**config.mk**
```make
export PLATFORM = sky130hd
export DESIGN_NAME = nibble_serial_subtr_ctrl
export DESIGN_NICKNAME = d
export VERILOG_FILES = /design/src/rtl/nibble_pkg.sv /design/src/rtl/four_bit_subtr.sv /design/src/rtl/nibble_serial_subtr_ctrl.sv
export SDC_FILE = /design/constraint.sdc
export NUM_CORES = 1
export LEC_CHECK = 0
export CORE_UTILIZATION = 40
export CTS_BUF_LIST = sky130_fd_sc_hd__clkbuf_2 sky130_fd_sc_hd__clkbuf_4 sky130_fd_sc_hd__clkbuf_8
export CTS_CLUSTER_SIZE = 8
export DETAILED_ROUTE_END_ITERATION = 8
export DONT_BUFFER_PORTS = 1
export SLEW_MARGIN = 10
export SYNTH_ARGS = -nofsm -noshare
export SYNTH_HDL_FRONTEND = slang
export SYNTH_SLANG_ARGS = --single-unit
```
**constraint.sdc**
```tcl
create_clock -name clk -period 3.65 [get_ports clk]
set_input_delay 1.095 -clock clk [delete_from_list [all_inputs] [get_ports clk]]
set_output_delay 1.095 -clock clk [all_outputs]
set_load 0.005 [all_outputs]
```
**src/rtl/nibble_pkg.sv**
```systemverilog
// rtl/nibble_pkg.sv - shared state encoding and slice width for the nibble-serial subtractor
package nibble_pkg;

  localparam int NIBBLE_W = 4;

  typedef enum logic [1:0] {
    ST_IDLE = 2'd0,
    ST_RUN  = 2'd1,
    ST_DONE = 2'd2
  } state_t;

endpackage

```
**src/rtl/four_bit_subtr.sv**
```systemverilog
// rtl/four_bit_subtr.sv - 4-bit ripple-borrow subtractor cell, s = a - b - cin
module four_bit_subtr (
  input  logic [3:0] a,
  input  logic [3:0] b,
  input  logic       cin,
  output logic [3:0] s,
  output logic [3:0] c
);

  // Borrow into each bit: external cin for bit 0, then the borrow out of the bit below.
  logic [3:0] w_bi;

  assign w_bi = {c[2:0], cin};

  genvar gi;
  generate
    for (gi = 0; gi < 4; gi++) begin : g_bit
      assign s[gi] = a[gi] ^ b[gi] ^ w_bi[gi];
      assign c[gi] = (w_bi[gi] & ~(a[gi] ^ b[gi])) | (~a[gi] & b[gi]);
    end
  endgenerate

endmodule

```
**src/rtl/nibble_serial_subtr_ctrl.sv**
```systemverilog
// rtl/nibble_serial_subtr_ctrl.sv - sequencer computing a - b - bin one nibble per cycle, LSB nibble first
module nibble_serial_subtr_ctrl
  import nibble_pkg::*;
#(
  parameter int NIBBLES = 4
) (
  input  logic                    clk,
  input  logic                    rst,
  input  logic                    start,
  input  logic [NIBBLE_W*NIBBLES-1:0] a,
  input  logic [NIBBLE_W*NIBBLES-1:0] b,
  input  logic                    bin,
  output logic                    busy,
  output logic                    done,
  output logic [NIBBLE_W*NIBBLES-1:0] diff,
  output logic                    bout,
  output logic                    zero,
  output logic                    ovf
);

  localparam int W  = NIBBLE_W * NIBBLES;
  localparam int IW = (NIBBLES > 1) ? $clog2(NIBBLES) : 1;
  localparam logic [IW-1:0] LAST_IDX = IW'(NIBBLES - 1);

  state_t          r_state;
  logic [W-1:0]    r_a_sh;
  logic [W-1:0]    r_b_sh;
  logic [W-1:0]    r_res_sh;
  logic            r_brw;
  logic [IW-1:0]   r_idx;
  logic            r_a_msb;
  logic            r_b_msb;

  logic [3:0]      w_s;
  logic [3:0]      w_c;
  logic [W-1:0]    w_res_next;

  four_bit_subtr u_cell (
    .a   (r_a_sh[3:0]),
    .b   (r_b_sh[3:0]),
    .cin (r_brw),
    .s   (w_s),
    .c   (w_c)
  );

  // New nibble enters from the top so that after NIBBLES shifts the result is aligned.
  generate
    if (NIBBLES == 1) begin : g_single
      assign w_res_next = w_s;
    end else begin : g_multi
      assign w_res_next = {w_s, r_res_sh[W-1:NIBBLE_W]};
    end
  endgenerate

  always_ff @(posedge clk) begin
    if (rst) begin
      r_state  <= ST_IDLE;
      r_a_sh   <= '0;
      r_b_sh   <= '0;
      r_res_sh <= '0;
      r_brw    <= 1'b0;
      r_idx    <= '0;
      r_a_msb  <= 1'b0;
      r_b_msb  <= 1'b0;
      busy     <= 1'b0;
      done     <= 1'b0;
      diff     <= '0;
      bout     <= 1'b0;
      zero     <= 1'b0;
      ovf      <= 1'b0;
    end else begin
      case (r_state)
        ST_IDLE: begin
          done <= 1'b0;
          if (start) begin
            r_a_sh  <= a;
            r_b_sh  <= b;
            r_brw   <= bin;
            r_a_msb <= a[W-1];
            r_b_msb <= b[W-1];
            r_idx   <= '0;
            busy    <= 1'b1;
            r_state <= ST_RUN;
          end
        end
        ST_RUN: begin
          r_res_sh <= w_res_next;
          r_brw    <= w_c[3];
          r_a_sh   <= r_a_sh >> NIBBLE_W;
          r_b_sh   <= r_b_sh >> NIBBLE_W;
          r_idx    <= r_idx + 1'b1;
          if (r_idx == LAST_IDX) begin
            diff    <= w_res_next;
            bout    <= w_c[3];
            zero    <= (w_res_next == '0);
            ovf     <= (r_a_msb != r_b_msb) && (w_res_next[W-1] != r_a_msb);
            done    <= 1'b1;
            r_state <= ST_DONE;
          end
        end
        ST_DONE: begin
          done    <= 1'b0;
          busy    <= 1'b0;
          r_state <= ST_IDLE;
        end
        default: begin
          done    <= 1'b0;
          busy    <= 1'b0;
          r_state <= ST_IDLE;
        end
      endcase
    end
  end

endmodule
```
# [Word-level counts from Yosys, hierarchy flattened]
# Index checks and enable logic that the tools add are counted.
[word_totals] output_inout_bits=21 wordCells=73 ff_bits=76
[classes] reduce_logical=10 addsub=1 mux=13 bitwise=29 n_eq_ne=6
[ops] operator="16-bit one-hot mux with 2 select lines" count=2
[ops] operator="16-bit two-way mux" count=2
[ops] operator="16-bit logical NOT" count=1
[ops] operator="2-bit AND reduction" count=5
[ops] operator="1-bit NOT" count=9
[ops] operator="1-bit AND" count=8
[ops] operator="2-bit one-hot mux with 2 select lines" count=2
[ops] operator="1-bit XOR" count=8
[ops] operator="2-bit two-way mux" count=3
[ops] operator="2-bit inequality test, second input constant" count=2
[ops] operator="1-bit bitwise OR" count=4
[ops] operator="1-bit one-hot mux with 2 select lines" count=2
[ops] operator="2-bit by 1-bit adder with 2-bit output, second input constant" count=1
[ops] operator="2-bit by 1-bit equality test with 1-bit output, second input constant" count=1
[ops] operator="2-bit equality test, second input constant" count=1
[ops] operator="2-bit logical NOT" count=1
[ops] operator="1-bit two-way mux" count=2
[ops] operator="1-bit inequality test" count=2
[ops] operator="2-bit nonzero test" count=1
[ops] operator="2-bit OR reduction" count=1
[ops] operator="1-bit logical AND" count=1

# [Depth between registers and ports, before layout]
# Gate-level depths: netlist of the first run.
[depth] ltp_word=11 mapped_depth=10 mapped_depth_nobuf=10

# [Modules after synthesis]
# A second synthesis of the first run with hierarchy kept.
[hier_totals] hier_cells=358 area_unflattened_um2=2956.6
[modules_own_cells] module="nibble_serial_subtr_ctrl" area_per_inst_um2=2842.7 instances=1 seq_area_each_um2=1441.4 cells_each=345
[modules_own_cells] module="four_bit_subtr" area_per_inst_um2=113.9 instances=1 seq_area_each_um2=0.0 cells_each=13

# [Least setup slack after synthesis of the first run]
# Ideal clock, no wire load.
[synth_path] kind="register to register" start="reg r_b_sh[0]" end="reg ovf" path_stages_with_launch=10 required_time_ns=3.559 t_arrival_ns=2.473 synth_period_minus_slack_ns=2.564 path_slack_ns=1.086 path_cell_list="dfxtp_1 > inv_1 > fa_1 > inv_1 > fa_1 > fa_1 > inv_1 > fa_1 > or3b_2 > a311oi_1"
[synth_between] elab_chain_len=11
[synth_lines] element="from (decl)" line_no="nibble_serial_subtr_ctrl.sv:27" source="logic [W-1:0] r_b_sh;"
[synth_lines] element="from (signal assigned)" line_no="nibble_serial_subtr_ctrl.sv:90" source="r_b_sh <= r_b_sh >> NIBBLE_W;"
[synth_lines] element="1-bit XOR" line_no="four_bit_subtr.sv:19" source="assign c[gi] = (w_bi[gi] & ~(a[gi] ^ b[gi])) | (~a[gi] & b[gi]);"
[synth_lines] element="1-bit NOT" line_no="four_bit_subtr.sv:19"
[synth_lines] element="1-bit AND" line_no="four_bit_subtr.sv:19"
[synth_lines] element="1-bit bitwise OR (*)" line_no="four_bit_subtr.sv:19"
[synth_lines] element="1-bit AND (*)" line_no="four_bit_subtr.sv:19"
[synth_lines] element="1-bit bitwise OR (*)" line_no="four_bit_subtr.sv:19"
[synth_lines] element="1-bit AND (*)" line_no="four_bit_subtr.sv:19"
[synth_lines] element="1-bit bitwise OR (*)" line_no="four_bit_subtr.sv:19"
[synth_lines] element="1-bit XOR (*)" line_no="four_bit_subtr.sv:18" source="assign s[gi] = a[gi] ^ b[gi] ^ w_bi[gi];"
[synth_lines] element="via u_cell.s[3]" line_no="four_bit_subtr.sv:6" source="output logic [3:0] s,"
[synth_lines] element="1-bit inequality test (*)" line_no="nibble_serial_subtr_ctrl.sv:96" source="ovf <= (r_a_msb != r_b_msb) && (w_res_next[W-1] != r_a_msb);"
[synth_lines] element="1-bit logical AND (*)" line_no="nibble_serial_subtr_ctrl.sv:96"
[synth_lines] element="to (signal assigned)" line_no="nibble_serial_subtr_ctrl.sv:96"
[synth_lines] element="to (decl)" line_no="nibble_serial_subtr_ctrl.sv:18" source="output logic ovf"
# Mark *: on every way through the listed nets, which the timed path passes. The rest lies on a longest branch.
# A chain may end at the register's enable or synchronous reset.

# [Worst setup path in the final report of the first run]
# Same ends and word-level chain as after synthesis.

==> results.md, run 1 <==
- Clock Tree Root: clkbuf_8
- # fillers: 757
- Sequential-to-total area share from yosys stat: 46.73%
- Worst Hold Path Cells: 2
- Fin crit share: 72.62%
- Placed insts: 426
- Nets: 379
- Share of cells above drive strength 1: 13.70%
- Worst stage delay on the critical path: 0.47 ns
- Commonest non-fill, non-tap cells in the layout: 99 x nand2_1, 72 x dfxtp_1, 43 x nor2_1
- Worst-Skew Late Latency: 0.34 ns
- Combinational Power Share: 10.9%
- Total GRT Usage: 16.79%
- Syn Nets: 391
- WS Path Type: reg -> reg
- Skew final: 0.009137 ns
- Area of the mapped netlist: 0.003084 mm2
- Initial antenna violation count: 0
- Global route overflow: 0
- Top delay family on crit path: adder cells
- WL final: 6261 um
- PwrDens: 529.7 mW/mm2
- IO Pins: 57
- Dominant cell type by area after synthesis: dfxtp_1
- Dpl hpwl: 4185 um
- Antenna Cells: 0
- Top post-synthesis cells by area: dfxtp_1 47%, nand2_1 12%, a311oi_2 9.7%
- GP Congestion: 0.7115
- Crit path max fanout: 5
- FMAX: 0.3773 GHz
- Clock slew at reported path FFs: 0.08 ns
- Reg power frac: 48.8%
- CTS tree: built
- Post-synthesis register bit count: 72
- Internal power: 1.313 mW
- Setup bufs post-CTS: 0
- Static leakage: 1.168 nW
- Most used cell, CP: fa_1
- CP endpoint kind: flop
- Vias per cell: 5.158
- Outcome: finished clean
- DR WL/cell: 14.17 um
- Die W: 89.81 um
- Hold Fails Final Rpt: 0
- Clock power share: 40.3%
- Synth top area share: 46.73%
- Port Buffer Count: 0
- P&R area growth vs syn: 7.586%
- Most common cell after layout, fill and taps aside: nand2_1
- Initial DRC count: 138
- Worst Path Required: 3.90 ns
- Peak supply drop: 0.2184 mV
- Setup-failing EPs final: 0
- H-Tree Level Count: 3
- Total vias in the final route: 2280
- Startpoint types: flop
- RSZ-0062 raised after global routing: no
- Fin area: 0.003318 mm2
- Worst-margin pin slew: 0.7193 ns
- Post-CTS Resized: 0
- HP Class: reg -> reg
- Synth Instances: 350
- Clk buf depth: 2
- Slew Limit Fails: 0
- TNS Setup: 0 ns
- Final std cells w/o fill: 442
- Sw Pwr: 0.4447 mW
- Critical path's slowest cell: fa_1
- Synthesis Warnings: 0
- CTS Sinks: 72
- Crit path buffers/inverters: 3
- Placed Area: 0.003088 mm2
- Max Cap Violations: 0
- DRC: 0
- Die footprint: 0.008066 mm2
- Unique masters post-synth: 35
- Min Tclk post-route: 2.651 ns
- Chip height: 89.81 um
- Largest net degree at the start of global routing: 73
- CP Depth: 9
- Switching Fraction: 25.30%
- Rows: 31
- Mapped Avg Cell Area: 8.812 um2
- Vias in the first global route: 2219
- CORE AREA: 0.007370 mm2
- Worst Path Arrival: 2.90 ns
- CTS Buf Count: 9
- CP cell instances: inv_1 > fa_1 > inv_1 > fa_1 > fa_1 > inv_1 > fa_1 > or3b_2 > a311oi_1
- Drt pass-1 iters: 4
- First-pass GRT wire length: 10870 um
- CTS Hold Buffers Added: 0
- R2r worst-path depth: 9
- Post-layout util: 45.03%
- Starting Density: 41.85%
- Routed Antenna Nets: 0
- Normalized max-slew margin: 52.05%
==> synthesized netlist by cell type <==
cell and count:
mux2i_1 3, or3b_2 1, dfxtp_1 72, o21bai_2 1, buf_6 3, a211oi_1 5
or4_1 1, a21o_1 2, nand2b_1 3, buf_1 1, nor4_1 2, a21oi_1 27
inv_1 8, nor3_1 3, nor2_1 43, and2b_1 1, nand2_1 99, nor2b_1 1
a211oi_2 2, fa_1 4, and4bb_1 1, ha_1 1, nand3b_1 5, o31ai_1 1
nand4_1 1, buf_4 3, and3b_2 1, nor3b_4 1, a311oi_2 20, a22oi_1 7
buf_2 12, o21ba_2 1, nor3b_1 1, a311oi_1 5, clkbuf_1 8
==> cells by family after synthesis <==
kind of cell	share of synthesized area, %
mux	0.9737
compound gates	20.69
fa+ha+maj	3.002
buf+inv	5.842
flops	46.73
simple gates	22.76
==> state kept, by name, indices dropped and copies added (netlist names), 2 cells and up <==
name      count
diff         16
r_a_sh       16
r_b_sh       16
r_res_sh     12
r_idx         2
r_state       2
==> power groups by stage <==
stage	Clock (mW)	Combinational [mW]	Sequential, mW
after floorplan	0	0.180	0.866
after global placement	0	0.191	0.876
after detailed placement	0	0.194	0.877
after CTS	0.727	0.195	0.858
after global routing	0.764	0.218	0.864
final	0.708	0.191	0.858
==> routing by layer <==
layer	vias to the layer above	global-route usage [%]	share of wire [%]
met5	-	0	0
met4	0	6.148	0.86
met3	5	4.230	4.9
met2	47	27.05	47
met1	1059	21.71	48
li1	1169	-	-
==> stage by stage <==
| stage | power [mW] | setup slack [ns] | hold WS, ns |
|---|---|---|---|
| after global placement | 1.067 | 1.036 | 0.4535 |
| after CTS | 1.780 | 0.9903 | 0.4709 |
| final | 1.758 | 0.9994 | 0.4672 |
| after floorplan | 1.046 | 1.086 | 0.4404 |
| after global routing | 1.847 | 0.8470 | 0.4884 |
| after detailed placement | 1.071 | 0.9870 | 0.4597 |
==> path summary, 6_finish.rpt <==
kind,start,to,slack [ns]
setup / recovery,r_b_sh[0],ovf,1.0
hold / removal,r_res_sh[5],diff[1],0.47
setup reg to reg,r_b_sh[0],ovf,1.0
hold reg to reg,r_res_sh[5],diff[1],0.47
==> final cells by class <==
class	instances	area [um2]	share of cell area, %
clock inverter	6	92.59	2.790
tap	99	123.9	3.733
inverter	8	30.03	0.9050
sequential	72	1441	43.44
multi-input combinational	243	1463	44.08
timing repair buffer	4	30.03	0.9050
clock buffer	10	137.6	4.148
==> worst register-to-register path, stage by stage (launching register included) <==
cell and delay, ns:
dfxtp_1 0.31, inv_1 0.07, fa_1 0.16, inv_1 0.05, fa_1 0.37, fa_1 0.36, inv_1 0.07, fa_1 0.47
or3b_2 0.46, a311oi_1 0.25
No activity file was read; power rests on OpenSTA's default activity.
==> run 2, diff against run 1 <==
==> constraint.sdc (replaced) <==
create_clock -name clk -period 2.7 [get_ports clk]
set_input_delay 0.81 -clock clk [delete_from_list [all_inputs] [get_ports clk]]
set_output_delay 0.81 -clock clk [all_outputs]
set_load 0.005 [all_outputs]
==> run 2 against run 1 <==
Global-route usage is 0.22 points higher. Critical path depth is 1 lower. Count of clock-buffer cells in the layout stayed put. Die area stayed put. Fmax is 3.2% higher. Setup slack worse by 0.87 ns. Highest routed layer unchanged. First-iteration DRC count is 30% lower. Power is 26% higher. Flip-flop and latch count stayed put. Worst hold slack worse by 0.0029 ns.
==> results.md, run 2 (synthesized netlist as in run 1, its figures left out) <==
- Worst-Skew Late Latency: 0.35 ns (was 0.34 ns)
- Die W: 89.81 um (unchanged)
- Total power: 2.218 mW (was 1.758 mW)
- DRC: 0 (unchanged)
- Routed Antenna Nets: 0 (unchanged)
- Clk buf depth: 2 (unchanged)
- Crit path max fanout: 2 (was 5)
- Vias in the first global route: 2202 (was 2219)
- Top flop regs: diff (16), r_a_sh (16), r_b_sh (16) (unchanged)
- # fillers: 768 (was 757)
- RSZ-0062 raised after global routing: no (unchanged)
- Initial DRC count: 96 (was 138)
- WS Path Type: reg -> reg (unchanged)
- Post-layout util: 44.82% (was 45.03%)
- CTS Sinks: 72 (unchanged)
- Drt pass-1 iters: 4 (unchanged)
- CP cell instances: fa_2 > inv_1 > fa_1 > fa_2 > inv_2 > fa_1 > or3b_2 > a311oi_2 (was inv_1 > fa_1 > inv_1 > fa_1 > fa_1 > inv_1 > fa_1 > or3b_2 > a311oi_1)
- CTS tree: built (unchanged)
- CTS Hold Buffers Added: 0 (unchanged)
- Global route overflow: 0 (unchanged)
- Initial antenna violation count: 0 (unchanged)
- Fin crit share: 95.13% (was 72.62%)
- H-Tree Level Count: 3 (unchanged)
- GP Congestion: 0.7111 (was 0.7115)
- Top delay family on crit path: adder cells (unchanged)
- Hold_ws: 0.4642 ns (was 0.4672 ns)
- Min Tclk post-route: 2.569 ns (was 2.651 ns)
- Share of cells above drive strength 1: 15.99% (was 13.70%)
- CTS Buf Count: 9 (unchanged)
- Static leakage: 1.152 nW (was 1.168 nW)
- DR WL/cell: 14.51 um (was 14.17 um)
- Antenna Cells: 0 (unchanged)
- Outcome: finished clean (unchanged)
- FMAX: 0.3893 GHz (was 0.3773 GHz)
- TNS Setup: 0 ns (unchanged)
- Nets: 380 (was 379)
- P&R area growth vs syn: 7.099% (was 7.586%)
- Worst-margin pin slew: 0.6117 ns (was 0.7193 ns)
- Chip height: 89.81 um (unchanged)
- Most common cell after layout, fill and taps aside: nand2_1 (unchanged)
- Setup-failing EPs final: 0 (unchanged)
- Peak supply drop: 0.3202 mV (was 0.2184 mV)
- Total vias in the final route: 2283 (was 2280)
- CORE AREA: 0.007370 mm2 (unchanged)
- Vias per cell: 5.153 (was 5.158)
- Placed insts: 427 (was 426)
- Startpoint types: flop (unchanged)
- Starting Density: 41.85% (unchanged)
- Max Cap Violations: 0 (unchanged)
- WL final: 6426 um (was 6261 um)
- Port Buffer Count: 0 (unchanged)
- Worst Path Arrival: 2.84 ns (was 2.90 ns)
- Final std cells w/o fill: 443 (was 442)
- Worst Path Required: 2.97 ns (was 3.90 ns)
- Critical path's slowest cell: or3b_2 (was fa_1)
- HP Class: reg -> reg (unchanged)
- Total GRT Usage: 17.01% (was 16.79%)
- Commonest non-fill, non-tap cells in the layout: 99 x nand2_1, 71 x dfxtp_1, 43 x nor2_1 (was 99 x nand2_1, 72 x dfxtp_1, 43 x nor2_1)
- Clock Tree Root: clkbuf_8 (unchanged)
- Setup bufs post-CTS: 0 (unchanged)
- Crit path buffers/inverters: 2 (was 3)
- Dpl hpwl: 4194 um (was 4185 um)
- Skew final: 0.009140 ns (was 0.009137 ns)
- Hold Fails Final Rpt: 0 (unchanged)
- Die footprint: 0.008066 mm2 (unchanged)
- Worst stage delay on the critical path: 0.46 ns (was 0.47 ns)
- PwrDens: 671.5 mW/mm2 (was 529.7 mW/mm2)
- Rows: 31 (unchanged)
- CP endpoint kind: flop (unchanged)
- First-pass GRT wire length: 10890 um (was 10870 um)
- Largest net degree at the start of global routing: 73 (unchanged)
- Slew Limit Fails: 0 (unchanged)
- IO Pins: 57 (unchanged)
- Normalized max-slew margin: 59.09% (was 52.05%)
- Clock slew at reported path FFs: 0.08 ns (about the same)
-- run 2: per-stage QoR --
stage | setup WS, ns | cell area, um2
final | 0.1314 | 3303
after global routing | 0.009397 | 3303
after detailed placement | 0.07002 | 3108
after CTS | 0.05513 | 3291
after global placement | 0.1331 | 3108
after floorplan | 0.1360 | 3084
-- run 2: area by class of cell --
class / instances / area (um2) / share of cell area [%]
Timing Repair Buffer: 5 / 50.05 / 1.515
Sequential cell: 72 / 1443 / 43.67
Clock inverter: 6 / 45.04 / 1.364
Multi-Input combinational cell: 243 / 1474 / 44.62
Tap cell: 99 / 123.9 / 3.750
Clock buffer: 10 / 137.6 / 4.167
Inverter: 8 / 30.03 / 0.9091
-- run 2: report_power, final --
| part | switching [mW] | total [mW] | internal, mW |
|---|---|---|---|
| clock | 0.427 | 0.786 | 0.359 |
| sequential | 0.0409 | 1.16 | 1.12 |
| combinational | 0.153 | 0.272 | 0.119 |
-- run 2: worst min-delay path, cell delays in order, from the launching register on --
cell	delay, ns
dfxtp_1	0.31
inv_2	0.06
a211oi_1	0.06
-- run 2: repair_timing --
action	in CTS	in global routing
resized for setup	0	7
endpoints found under the hold margin	0	0
setup endpoints to repair	0	1
-- run 2: worst paths after layout --
check	to	from	slack [ns]	cells past startpoint
worst min register to register	r_brw	r_brw	0.46	2
worst max-delay path	ovf	r_a_sh[0]	0.13	8
worst min-delay path	r_brw	r_brw	0.46	2
worst max register to register	ovf	r_a_sh[0]	0.13	8
-- run 2: layer usage --
metal  vias up  track usage [%]  part of all wire, %
li1       1168                -                    -
met1      1044            21.75                   47
met2        61            25.96                   45
met3        10            5.838                  6.6
met4         0            7.377                  1.9
met5         -                0                    0
==> run 3, diff against run 2 <==
--- a/config.mk
+++ b/config.mk
@@ -5,6 +5,7 @@
 export SDC_FILE = /design/constraint.sdc
 export NUM_CORES = 1
 export LEC_CHECK = 0
+export CAP_MARGIN = 0
 export CORE_UTILIZATION = 40
 export CTS_BUF_LIST = sky130_fd_sc_hd__clkbuf_2 sky130_fd_sc_hd__clkbuf_4 sky130_fd_sc_hd__clkbuf_8
 export CTS_CLUSTER_SIZE = 8
==> constraint.sdc (replaced) <==
create_clock -name clk -period 2.7 [get_ports clk]
set_input_delay 0.27 -clock clk [delete_from_list [all_inputs] [get_ports clk]]
set_output_delay 0.27 -clock clk [all_outputs]
set_load 0.005 [all_outputs]
==> run 3 against run 2 <==
Worst hold slack got worse by 0.39 ns. Power up 8.1%. Cell count grew 0.45%. Critical path type unchanged. Largest power group unchanged.
==> results.md, run 3 (synthesized netlist as in run 1, its figures left out) <==
- CTS tree: built (unchanged)
- Switching Fraction: 26.60% (was 27.99%)
- Rows: 31 (unchanged)
- Top flop regs: diff (16), r_a_sh (16), r_b_sh (16) (unchanged)
- Share of cells above drive strength 1: 15.61% (was 15.99%)
- PwrDens: 710.9 mW/mm2 (was 671.5 mW/mm2)
- CP Depth: 8 (unchanged)
- Die footprint: 0.008066 mm2 (unchanged)
- Most common cell after layout, fill and taps aside: nand2_1 (unchanged)
- Worst Path Arrival: 2.79 ns (was 2.84 ns)
- DR WL met2: 3011 um (was 2869 um)
- Total vias in the final route: 2328 (was 2283)
- Starting Density: 41.85% (unchanged)
- Worst Path Required: 2.96 ns (was 2.97 ns)
- Fin crit share: 93.75% (was 95.13%)
- Met3 routed WL: 250 um (was 425 um)
- Die W: 89.81 um (unchanged)
- Critical path's slowest cell: fa_1 (was or3b_2)
- WL final: 6590 um (was 6426 um)
- R2R Setup Slk: 0.17 ns (was 0.13 ns)
- Startpoint types: flop (unchanged)
- Antenna Cells: 0 (unchanged)
- Clock Tree Root: clkbuf_8 (unchanged)
- Total GRT Usage: 17.03% (was 17.01%)
- WS Path Type: reg -> reg (unchanged)
- GP Congestion: 0.7353 (was 0.7111)
- Vias per cell: 5.231 (was 5.153)
- FMAX: 0.3951 GHz (was 0.3893 GHz)
- Setup bufs post-CTS: 0 (unchanged)
- Commonest non-fill, non-tap cells in the layout: 99 x nand2_1, 72 x dfxtp_1, 43 x nor2_1 (was 99 x nand2_1, 71 x dfxtp_1, 43 x nor2_1)
- Peak supply drop: 0.2436 mV (was 0.3202 mV)
- Worst Hold Path Cells: 2 (unchanged)
- IO Pins: 57 (unchanged)
- Routed Antenna Nets: 0 (unchanged)
- Hold Fails Final Rpt: 0 (unchanged)
- R2r worst-path depth: 8 (unchanged)
- Crit path max fanout: 2 (unchanged)
- Met1 layer wirelength in the final routing: 3193 um (was 3007 um)
- Outcome: finished clean (unchanged)
- DR WL/cell: 14.81 um (was 14.51 um)
- TNS Setup: 0 ns (unchanged)
- Chip height: 89.81 um (unchanged)
- Hold Startpoint: a[15] (was r_brw)
- Crit Reg-Reg Startpoint: r_a_sh[0] (unchanged)
- Normalized max-slew margin: 59.47% (was 59.09%)
- Worst-margin pin slew: 0.6061 ns (was 0.6117 ns)
- WHS Endpoint: r_a_msb (was r_brw)
- DRC: 0 (unchanged)
- CORE AREA: 0.007370 mm2 (unchanged)
- # fillers: 759 (was 768)
- Internal power: 1.759 mW (was 1.597 mW)
- Nets: 382 (was 380)
- Setup slack after layout: 0.1687 ns (was 0.1314 ns)
- RR Endpoint: ovf (unchanged)
- Slew Limit Fails: 0 (unchanged)
- P&R area growth vs syn: 9.330% (was 7.099%)
- Port Buffer Count: 0 (unchanged)
- Top Layer Used: met4 (unchanged)
- Initial antenna violation count: 0 (unchanged)
- CP endpoint kind: flop (unchanged)
- Hold_ws: 0.07123 ns (was 0.4642 ns)
- Dpl hpwl: 4190 um (was 4194 um)
- Post-layout util: 45.76% (was 44.82%)
- Clock power share: 39.3% (was 35.4%)
- Clock slew at reported path FFs: 0.08 ns (about the same)
- Drt pass-1 iters: 4 (unchanged)
- Clk buf depth: 2 (unchanged)
- HP Class: in -> reg (was reg -> reg)
- H-Tree Level Count: 3 (unchanged)
- Worst-Skew Late Latency: 0.35 ns (about the same)
- Skew final: 0.007891 ns (was 0.009140 ns)
- Static leakage: 1.186 nW (was 1.152 nW)
- Global route overflow: 0 (unchanged)
- Sw Pwr: 0.6375 mW (was 0.6208 mW)
- CP cell instances: fa_2 > inv_1 > fa_2 > fa_1 > inv_1 > fa_1 > or3b_4 > a311oi_2 (was fa_2 > inv_1 > fa_1 > fa_2 > inv_2 > fa_1 > or3b_2 > a311oi_2)
- Pre-CTS worst setup slack: 0.08938 ns (was 0.07002 ns)
- Min Tclk post-route: 2.531 ns (was 2.569 ns)
- Worst stage delay on the critical path: 0.43 ns (was 0.46 ns)
- Combinational Power Share: 12.3% (about the same)
- CTS Sinks: 72 (unchanged)
- Setup-failing EPs final: 0 (unchanged)
- Reg power frac: 48.4% (was 52.3%)
- Top delay family on crit path: adder cells (unchanged)
- RSZ-0062 raised after global routing: no (unchanged)
- CTS Buf Count: 9 (unchanged)
- Max Cap Violations: 0 (unchanged)
- First-pass GRT wire length: 10840 um (was 10890 um)
- Crit path buffers/inverters: 2 (unchanged)
- Initial DRC count: 96 (unchanged)
- Vias in the first global route: 2179 (was 2202)
- Largest net degree at the start of global routing: 69 (was 73)
## run 3: cell count changes in the layout (fill, tap and decap cells not counted), sizes merged
cell	before	now
buf	5	6
clkinv	3	2
dlygate4sd3	0	1
clkbuf	10	9
bufinv	0	2
## run 3: cell type report
class | count | area, um2 | share of cell area, %
clock buffers | 9 | 123.9 | 3.673
clock inverters | 7 | 96.34 | 2.857
inverters | 8 | 30.03 | 0.8905
multi-input cells | 243 | 1481 | 43.93
flip-flops and latches | 72 | 1441 | 42.75
well taps | 99 | 123.9 | 3.673
repair buffers | 7 | 75.07 | 2.226
## run 3: how the worst max path moves through the flow
stage | startpoint | to | slack (ns)
detailed placement | r_a_sh[0] | ovf | 0.09
global placement | r_b_sh[0] | ovf | 0.13
finish | r_a_sh[0] | ovf | 0.17
global route | r_b_sh[0] | zero | 0.03
CTS | r_a_sh[0] | ovf | 0.05
floorplan | r_b_sh[0] | ovf | 0.14
## run 3: worst register-to-register path: stages, from the launching register on
cell	delay, ns
dfxtp_1	0.38
fa_2	0.21
inv_1	0.05
fa_2	0.33
fa_1	0.36
inv_1	0.08
fa_1	0.43
or3b_4	0.38
a311oi_2	0.24
## run 3: layer usage
layer | vias to the layer above | GRT usage (%)
met3 | 11 | 4.315
met2 | 47 | 26.15
li1 | 1177 | -
met5 | - | 0
met1 | 1093 | 22.35
met4 | 0 | 8.060
## run 3: repair_timing
| action | CTS | global route |
|---|---|---|
| setup endpoints to repair | 0 | 2 |
| resized for setup | 0 | 6 |
| hold buffers | 2 | 0 |
| endpoints found under the hold margin | 68 | 0 |
## run 3: power groups by stage
stage / Clock [mW] / Combinational (mW) / Sequential, mW
after floorplan: 0 / 0.243 / 1.17
after global placement: 0 / 0.264 / 1.18
after detailed placement: 0 / 0.268 / 1.19
after CTS: 0.967 / 0.293 / 1.16
after global routing: 1.01 / 0.334 / 1.17
final: 0.941 / 0.295 / 1.16
## run 3: through the flow
step,area [um2],power (mW),instances
2_1_floorplan,3084,1.414,350
3_3_place_gp,3095,1.448,427
3_5_place_dp,3095,1.453,427
4_1_cts,3353,2.420,445
5_1_grt,3372,2.518,445
6_report,3372,2.397,445
